$ cat config.mk
export PLATFORM = sky130hd
export DESIGN_NAME = usb_pkt_encoder
export DESIGN_NICKNAME = d
export VERILOG_FILES = /design/src/rtl/usb_enc_pkg.sv /design/src/rtl/usb_crc_lfsr.sv /design/src/rtl/usb_pkt_encoder.sv
export SDC_FILE = /design/constraint.sdc
export NUM_CORES = 1
export LEC_CHECK = 0
export ABC_AREA = 0
export CORE_MARGIN = 8
export CORE_UTILIZATION = 25
export CTS_BUF_LIST = sky130_fd_sc_hd__clkbuf_8
export CTS_CLUSTER_DIAMETER = 50
export DETAILED_ROUTE_END_ITERATION = 8
export PLACE_DENSITY = 0.51
export SYNTH_ARGS = -nofsm -noshare
export SYNTH_HDL_FRONTEND = slang
export SYNTH_SLANG_ARGS = --single-unit
export TNS_END_PERCENT = 30
$ cat constraint.sdc
create_clock -name clk -period 2.4 [get_ports clk]
set_input_delay 0.48 -clock clk [delete_from_list [all_inputs] [get_ports clk]]
set_output_delay 0.48 -clock clk [all_outputs]
set_load 0.05 [all_outputs]
$ cat src/rtl/usb_enc_pkg.sv
`default_nettype none
// +----------------------------------------------------------------------------+
// | Module      : usb_enc_pkg                                                  |
// | Description : Shared types and constants for the USB packet encoder.       |
// | Revision    : 1.0                                                          |
// +----------------------------------------------------------------------------+
package usb_enc_pkg;

  typedef enum logic [1:0] {
    TOKEN     = 2'd0,
    DATA      = 2'd1,
    HANDSHAKE = 2'd2
  } pkt_kind_t;

  localparam logic [2:0] ST_IDLE = 3'd0;
  localparam logic [2:0] ST_SYNC = 3'd1;
  localparam logic [2:0] ST_PID  = 3'd2;
  localparam logic [2:0] ST_TOKF = 3'd3;
  localparam logic [2:0] ST_DATA = 3'd4;
  localparam logic [2:0] ST_CRC  = 3'd5;

  // Written MSB-first; bit 0 goes on the wire first.
  localparam logic [7:0]  SYNC_BYTE  = 8'h80;
  localparam logic [4:0]  CRC5_POLY  = 5'h05;
  localparam logic [15:0] CRC16_POLY = 16'h8005;
  localparam logic [4:0]  CRC5_INIT  = 5'h1f;
  localparam logic [15:0] CRC16_INIT = 16'hffff;

endpackage
`default_nettype wire

$ cat src/rtl/usb_crc_lfsr.sv
`default_nettype none
// +----------------------------------------------------------------------------+
// | Module      : usb_crc_lfsr                                                 |
// | Description : Bit-serial CRC register, MSB-feedback form, all-ones init.   |
// | Revision    : 1.0                                                          |
// +----------------------------------------------------------------------------+
module usb_crc_lfsr #(
  parameter int             W    = 5,
  parameter logic [W-1:0]   POLY = '0
) (
  input  logic         clk,
  input  logic         rst,
  input  logic         init,
  input  logic         en,
  input  logic         din,
  output logic [W-1:0] crc
);

  logic [W-1:0] r_crc;
  logic         w_fb;

  assign w_fb = din ^ r_crc[W-1];

  always_ff @(posedge clk) begin
    if (rst || init) begin
      r_crc <= '1;
    end else if (en) begin
      r_crc <= {r_crc[W-2:0], 1'b0} ^ (w_fb ? POLY : '0);
    end
  end

  assign crc = r_crc;

endmodule
`default_nettype wire

$ cat src/rtl/usb_pkt_encoder.sv
`default_nettype none
// +----------------------------------------------------------------------------+
// | Module      : usb_pkt_encoder                                              |
// | Description : Serialises TOKEN/DATA/HANDSHAKE packets (SYNC..CRC) LSB-first|
// | Revision    : 1.0                                                          |
// +----------------------------------------------------------------------------+
module usb_pkt_encoder
  import usb_enc_pkg::*;
#(
  parameter int MAX_DATA_BYTES = 8,
  parameter int LEN_W          = $clog2(MAX_DATA_BYTES + 1)
) (
  input  logic                        clk,
  input  logic                        rst,
  input  logic                        pkt_valid,
  output logic                        pkt_ready,
  input  pkt_kind_t                   pkt_kind,
  input  logic [3:0]                  pid,
  input  logic [6:0]                  addr,
  input  logic [3:0]                  endp,
  input  logic [8*MAX_DATA_BYTES-1:0] data,
  input  logic [LEN_W-1:0]            data_len,
  output logic                        bit_out,
  output logic                        bit_valid,
  input  logic                        bit_ready,
  output logic                        busy,
  output logic                        done
);

  logic [2:0]                  r_state;
  logic [2:0]                  w_next;
  pkt_kind_t                   r_kind;
  logic [3:0]                  r_pid;
  logic [10:0]                 r_tok;
  logic [8*MAX_DATA_BYTES-1:0] r_data;
  logic [LEN_W-1:0]            r_len;
  logic [LEN_W-1:0]            w_len_clamp;
  logic [3:0]                  r_bit_cnt;
  logic [LEN_W-1:0]            r_byte_cnt;
  logic                        r_done;
  logic                        w_accept;
  logic                        w_hs;
  logic                        w_field_last;
  logic                        w_bit;
  logic [7:0]                  w_pid_byte;
  logic [4:0]                  w_crc5;
  logic [15:0]                 w_crc16;

  assign pkt_ready   = (r_state == ST_IDLE);
  assign busy        = ~pkt_ready;
  assign bit_valid   = (r_state != ST_IDLE);
  assign bit_out     = w_bit;
  assign done        = r_done;
  assign w_accept    = pkt_valid && pkt_ready;
  assign w_hs        = bit_valid && bit_ready;
  assign w_pid_byte  = {~r_pid, r_pid};
  assign w_len_clamp = (data_len > LEN_W'(MAX_DATA_BYTES)) ? LEN_W'(MAX_DATA_BYTES) : data_len;

  // Token fields and payload are shift registers, so the current bit is always bit 0.
  always_comb begin
    w_bit = 1'b0;
    case (r_state)
      ST_SYNC: w_bit = SYNC_BYTE[r_bit_cnt[2:0]];
      ST_PID:  w_bit = w_pid_byte[r_bit_cnt[2:0]];
      ST_TOKF: w_bit = r_tok[0];
      ST_DATA: w_bit = r_data[0];
      ST_CRC:  w_bit = (r_kind == TOKEN) ? ~w_crc5[3'd4 - r_bit_cnt[2:0]]
                                          : ~w_crc16[4'd15 - r_bit_cnt];
      default: w_bit = 1'b0;
    endcase
  end

  always_comb begin
    w_field_last = 1'b0;
    case (r_state)
      ST_SYNC, ST_PID: w_field_last = (r_bit_cnt == 4'd7);
      ST_TOKF:         w_field_last = (r_bit_cnt == 4'd10);
      ST_DATA:         w_field_last = (r_bit_cnt == 4'd7) && (r_byte_cnt == r_len - LEN_W'(1));
      ST_CRC:          w_field_last = (r_kind == TOKEN) ? (r_bit_cnt == 4'd4) : (r_bit_cnt == 4'd15);
      default:         w_field_last = 1'b0;
    endcase
  end

  always_comb begin
    w_next = ST_IDLE;
    case (r_state)
      ST_SYNC: w_next = ST_PID;
      ST_PID: begin
        if (r_kind == TOKEN)     w_next = ST_TOKF;
        else if (r_kind == DATA) w_next = (r_len != '0) ? ST_DATA : ST_CRC;
        else                     w_next = ST_IDLE;
      end
      ST_TOKF: w_next = ST_CRC;
      ST_DATA: w_next = ST_CRC;
      default: w_next = ST_IDLE;
    endcase
  end

  always_ff @(posedge clk) begin
    if (rst) begin
      r_state    <= ST_IDLE;
      r_kind     <= TOKEN;
      r_pid      <= '0;
      r_tok      <= '0;
      r_data     <= '0;
      r_len      <= '0;
      r_bit_cnt  <= '0;
      r_byte_cnt <= '0;
      r_done     <= 1'b0;
    end else begin
      r_done <= 1'b0;
      if (w_accept) begin
        r_state    <= ST_SYNC;
        r_kind     <= pkt_kind;
        r_pid      <= pid;
        r_tok      <= {endp, addr};
        r_data     <= data;
        r_len      <= w_len_clamp;
        r_bit_cnt  <= '0;
        r_byte_cnt <= '0;
      end else if (w_hs) begin
        if (r_state == ST_TOKF) r_tok  <= r_tok >> 1;
        if (r_state == ST_DATA) r_data <= r_data >> 1;
        if (w_field_last) begin
          r_state    <= w_next;
          r_bit_cnt  <= '0;
          r_byte_cnt <= '0;
          r_done     <= (w_next == ST_IDLE);
        end else if ((r_state == ST_DATA) && (r_bit_cnt == 4'd7)) begin
          r_bit_cnt  <= '0;
          r_byte_cnt <= r_byte_cnt + LEN_W'(1);
        end else begin
          r_bit_cnt  <= r_bit_cnt + 4'd1;
        end
      end
    end
  end

  usb_crc_lfsr #(.W(5), .POLY(CRC5_POLY)) u_crc5 (
    .clk  (clk),
    .rst  (rst),
    .init (w_accept),
    .en   (w_hs && (r_state == ST_TOKF)),
    .din  (w_bit),
    .crc  (w_crc5)
  );

  usb_crc_lfsr #(.W(16), .POLY(CRC16_POLY)) u_crc16 (
    .clk  (clk),
    .rst  (rst),
    .init (w_accept),
    .en   (w_hs && (r_state == ST_DATA)),
    .din  (w_bit),
    .crc  (w_crc16)
  );

endmodule
`default_nettype wire

==> results of run 1 <==
final timing paths:
kind / from / end / slack [ns] / cells past startpoint
max: r_bit_cnt[0] / bit_out / -0.19 / 6
min reg2reg: r_data[59] / r_data[59] / 0.46 / 2
min: rst / r_kind[1] / 0.35 / 2
max reg2reg: r_bit_cnt[0] / u_crc16.crc[15] / 0.14 / 9
synthesized netlist by cell type (all sizes together), types with 6 or more instances:
library cell | count | area, um^2
xnor2 | 14 | 123
a211oi | 10 | 75.1
o21ai | 13 | 65.1
mux2i | 19 | 190
o221ai | 15 | 131
nand3 | 22 | 110
nand2 | 152 | 571
buf | 13 | 78.8
inv | 7 | 26.3
nor2 | 104 | 390
clkbuf | 42 | 158
a21oi | 29 | 145
ha | 6 | 75.1
dfxtp | 119 | 2380
a311oi | 45 | 394
worst max-delay path, delay by kind of cell (launching register included):
kind | cells | cell delay (ns)
compound gates | 2 | 0.39
mux | 1 | 0.47
flops | 1 | 0.35
simple gates | 1 | 0.20
buf+inv | 2 | 0.27
layout by cell type, fill, tap and decap left out, types with 4 or more instances in the layout:
cell type,netlist,final
buf_4,1,35
ha_1,6,6
a211oi_1,10,10
a311oi_1,45,45
dfxtp_1,119,117
a22oi_1,4,4
xnor2_1,14,14
o221ai_1,15,15
xor2_1,5,5
nand2_1,152,150
mux2i_1,19,19
o211ai_1,4,4
o21ai_1,7,7
nor2b_1,5,5
a21oi_1,29,29
o21ai_0,6,6
clkbuf_8,0,18
nand3_1,22,21
inv_1,7,8
nor3_1,4,4
bufinv_16,0,7
buf_12,0,9
nor2_1,104,104
clkdlybuf4s50_1,0,88
power by group:
part           switching (W)  total (W)  internal, W
sequential         0.0000652    0.00215      0.00209
combinational       0.000274   0.000571     0.000296
clock               0.000853    0.00232      0.00147
kinds of logic (layout without fill, tap and decap cells):
group / count (synthesis) / in the layout / synth area share
AND/OR/NAND/NOR: 311 / 311 / 0.237
AO/OA/AOI/OAI: 134 / 134 / 0.180
flip-flops: 119 / 119 / 0.435
buffers and inverters: 63 / 174 / 0.0487
multiplexers: 24 / 24 / 0.0540
XOR/XNOR: 19 / 19 / 0.0304
adder cells (fa/ha/maj): 6 / 6 / 0.0137
sequential cells by signal (all words and copies together), names as in the netlist, 4 cells and up, named ones only:
register and flops:
r_data 64, u_crc16.crc 16, r_tok 11, u_crc5.crc 5
r_bit_cnt 4, r_byte_cnt 4, r_len 4, r_pid 4
routing by layer:
metal,GRT usage,up-vias,wire length [um]
li1,-,2565,-
met1,0.161,2297,7530
met2,0.178,107,6940
met3,0.0409,11,898
met4,0.0339,2,161
met5,0,-,13
final cells by class:
cell class	instances	share of cell area
clock buffer	18	0.0332
clock inverter	14	0.0341
inverter	8	0.00403
multi-input combinational	494	0.382
sequential	119	0.320
tap	280	0.0470
timing repair buffer	134	0.180
metrics by stage:
stage,total power (W),instance area [um^2],TNS (ns),setup slack [ns],util
4_1_cts,0.00512,7450,-0.233,-0.233,0.344
6_report,0.00505,7450,-0.195,-0.195,0.345
3_5_place_dp,0.00277,6930,0,0.0114,0.321
2_1_floorplan,0.00248,5480,0,0.123,-
3_3_place_gp,0.00277,6930,0,0.0369,0.321
5_1_grt,0.00528,7450,-0.337,-0.289,0.345
repair_timing:
action,CTS,global route
buffers inserted,1,0
endpoints found under the setup margin,1,9
resized for setup,3,3
pin swaps,1,1
==> metrics, run 1 <==
relative slew slack 0.667; Initial Util 0.253; net count after synthesis 771; initial antenna violation count 1; I/O pin total 94; clock buffer depth 2; ANT cells 0; Cell Count, Final, Fillers Out 1,067; Final Setup Violations 1; Pre-Repair DR Iteration Count 5; crit-path cells buf_4 > mux4_2 > or2_0 > a31oi_1 > a32o_2 > buf_12; RSZ-0062 raised after global routing yes; Hold Crit Class primary input to flop; PortBufs 93; Max Cap Violations 0; failing checks setup timing; crit end category output port; Routed WL 15,500 um; number of flops mapped to enable cells by yosys 0; clock sink count 119; CTS Root Cell clkbuf_8; via count 4,982; hpwl dp 11,000 um; max-slew violation count 0; Wirelength per Cell 14.6 um; Placement Rows 54; Final Hold Vio Count 0; area grow syn2layout 36.3%; Syn Std Cell Area 0.00547 mm^2; fmax 0.385 GHz; DRT iter0 DRCs 311; hold_buf cts 0; Final Cycle Share 1.08; die footprint 0.0269 mm^2; Final #Nets 869; worst-margin pin slew 0.499 ns; share of cells above drive strength 1 0.116; critical path class flop to output port; area occupied by multi-input gates 0.00285 mm^2; Final min period 2.59 ns; outcome finished, violations left; final hold slack 0.346 ns; register area share after synthesis 0.435; residual DRC count 0; pin count of the biggest net entering global routing 45; CORE AREA 0.0216 mm^2; leakage 2.86 nW; CTS tree done; worst skew pair latency 0.44 ns; # fillers 2,284; post-synthesis register bit count 119; via count of the first global-routing pass 4,978; Worst Path Arrival 2.11 ns; first-pass GRT wire length 25,800 um; Slowest-stage cell, CP mux4_2; Die W 164 um; power per cell area 677 mW/mm^2; placed insts 1,034; setup ws final -0.195 ns; Post-Syn Instances 676; GRT Util Overall 0.120; die height 164 um; synth warn 0; post-route antenna net violation count 0; CTS H-tree depth 4; Peak supply drop 323 uV; cts bufs inserted 17; CP required 1.92 ns; Mean Syn Cell Area 8.09 um^2; CP peak stage delay 0.47 ns; CP Max Fanout 3; Worst Clk Skew 0.0171 ns; Primary FF master, synth dfxtp_1; GRT overflow 0; ys async rst share 0; Clock transition at path regs 0.07 ns; Cell variety after synth 55; Vias/cell 4.67; Reg area 0.00238 mm^2; Placer Congestion 0.768; CP startpoint kind flop
(Power assumes the default switching activity.)
==> run 2: changes to the inputs <==
Settings changed: CTS_CLUSTER_SIZE set to 16.
==> results of run 2 <==
Final layout, timing and power as in run 1 (identical DEF).
==> run 3: changes to the inputs <==
Settings changed: ABC_AREA 0 to 1.
==> metrics, run 3 <==
max-slew violation count 0; Internal 0.00338 W; I/O pin total 94; Pre-Repair DR Iteration Count 4; leakage 2.87 nW; FF-to-FF path depth 13; Slowest-stage cell, CP dfxtp_2; CORE AREA 0.0210 mm^2; post-synthesis register bit count 119; Max Cap Violations 0; net count after synthesis 842; area leader, netlist dfxtp_1; sequential power share 0.468; final instance area 0.00713 mm^2; commonest cells after routing, fill and taps aside nand2_1 (240), dfxtp_1 (115), clkdlybuf4s50_1 (88); crit-path cells inv_4 > ha_4 > inv_4 > nand3_1 > a21oi_2 > o21a_1 > nand2_1 > nand2_2 > nand2_2 > inv_2 > buf_12; Final Cycle Share 0.998; power per cell area 639 mW/mm^2; Worst Path Arrival 1.92 ns; area grow syn2layout 33.6%; pin count of the biggest net entering global routing 61; synth warn 0; via count 5,095; cts bufs inserted 17; Biggest register r_data; PortBufs 93; CP required 1.92 ns; Final #Nets 938; outcome finished clean; Clock power frac 0.408; CP startpoint kind flop; Worst Clk Skew 0.0114 ns; Die W 162 um; worst skew pair latency 0.44 ns; Syn Std Cell Area 0.00533 mm^2; commonest non-fill, non-tap cell in the layout nand2_1; ys async rst share 0; Peak supply drop 285 uV; ANT cells 0; residual DRC count 0; crit-path leading delay family flip-flops; Final min period 2.40 ns; WP depth 11; first-pass GRT wire length 25,100 um; Post-Syn Instances 747; clock sink count 119; Initial Util 0.254; DRT iter0 DRCs 298; crit end category output port; die footprint 0.0263 mm^2; via count of the first global-routing pass 5,025; clock buffer depth 2; die height 162 um; hpwl dp 10,800 um; GRT Util Overall 0.118; Final Hold Vio Count 0; hold_buf cts 0; number of flops mapped to enable cells by yosys 0; switching share of total power 0.258; worst-margin pin slew 0.669 ns; Placer Congestion 0.835; number of buffers and inverters on the critical path 4; Post-synth top cells nand2_1 (241), dfxtp_1 (119), nor2_1 (58); final hold slack 0.465 ns; max reg flops 64; Vias/cell 4.50; Wirelength per Cell 13.6 um; Synth area leaders dfxtp_1 (45%), nand2_1 (17%), a31oi_1 (5.7%), nor2_1 (4.1%), nand3_1 (4.0%); Primary FF master, synth dfxtp_1; register area share after synthesis 0.447; CTS H-tree depth 4; post-route antenna net violation count 0; Routed WL 15,400 um; Yosys top cell area share 0.447; Gate power share 0.124; WHS Path Cells 2; CTS tree done; fmax 0.418 GHz; Placement Rows 53; Clock transition at path regs 0.07 ns; RSZ-0062 raised after global routing yes; CTS Root Cell clkbuf_8; Mean Syn Cell Area 7.14 um^2; share of cells above drive strength 1 0.110; CP peak stage delay 0.36 ns; critical path class flop to output port; final core occ 0.340; relative slew slack 0.554; GRT overflow 0; Cell variety after synth 33; P_sw 0.00117 W; dpl cell area 0.00662 mm^2; CP Max Fanout 3; top-count cell post-synth nand2_1; initial antenna violation count 3; Final Setup Violations 0; Hold Crit Class flop to flop
## run 3: cell count changes after synthesis, moves of 14 or more
cell,before,now
a311oi_1,45,0
a31oi_1,2,49
clkbuf_1,42,28
inv_1,7,47
mux2i_1,19,0
nand2_1,152,241
nand3_1,22,43
nor2_1,104,58
o21ai_0,6,30
## run 3: kinds of logic (layout without fill, tap and decap cells)
| logic type | Yosys count | after routing | share of synthesized area |
|---|---|---|---|
| adders and majority gates | 6 | 6 | 0.0141 |
| DFF | 119 | 119 | 0.447 |
| AOI/OAI and AO/OA | 150 | 150 | 0.173 |
| and+or+nand+nor | 363 | 363 | 0.276 |
| buffers and inverters | 101 | 210 | 0.0765 |
| xor gates and xnor gates | 8 | 8 | 0.0131 |
## run 3: path summary, 6_finish.rpt
path | end | start | slack, ns
max | bit_out | r_bit_cnt[0] | 0.005
min | r_tok[4] | r_tok[5] | 0.46
max reg2reg | r_byte_cnt[2] | r_bit_cnt[2] | 0.50
min reg2reg | r_tok[4] | r_tok[5] | 0.46
## run 3: power groups by stage
stage | clock [W] | combinational [W] | sequential [W]
2_1_floorplan | 0 | 0.000304 | 0.00216
3_3_place_gp | 0 | 0.000556 | 0.00217
3_5_place_dp | 0 | 0.000558 | 0.00217
4_1_cts | 0.00192 | 0.000561 | 0.00213
5_1_grt | 0.00201 | 0.000625 | 0.00214
6_report | 0.00186 | 0.000563 | 0.00213
## run 3: layout make-up
cell class	instances	area, um^2
inverters	60	230
clock buffers	21	289
flip-flops and latches	119	2390
multi-input cells	527	2570
clock inverters	11	123
repair buffers	118	1180
fillers	2306	13800
well taps	275	344
## run 3: through the flow
step	setup TNS (ns)	cells	setup slack [ns]	total power [W]
2_1_floorplan	0	747	0.00636	0.00246
3_3_place_gp	0	1094	0.238	0.00273
3_5_place_dp	0	1094	0.194	0.00273
4_1_cts	0	1128	0.00324	0.00461
5_1_grt	-0.142	1131	-0.142	0.00477
6_report	0	1131	0.00499	0.00455
## run 3: worst min-delay path: cells and delay by family (launching register included)
kind	cells	cell delay (ns)
flip-flops	1	0.30
AO/OA/AOI/OAI	1	0.06
buffers and inverters	1	0.06
## run 3: metal layers
metal,GRT usage,vias to the layer above,routed length (um),share of wire
met4,0.0341,6,131,0.0085
met2,0.193,73,7280,0.47
met5,0,-,33,0.0021
met1,0.143,2329,7170,0.47
met3,0.0435,15,735,0.048
li1,-,2672,-,-
## run 3: repair_timing
action | CTS | global route
buffers inserted | 2 | 2
endpoints found under the setup margin | 3 | 1
cloned | 0 | 1
pin swaps | 5 | 3
resized for setup | 9 | 10
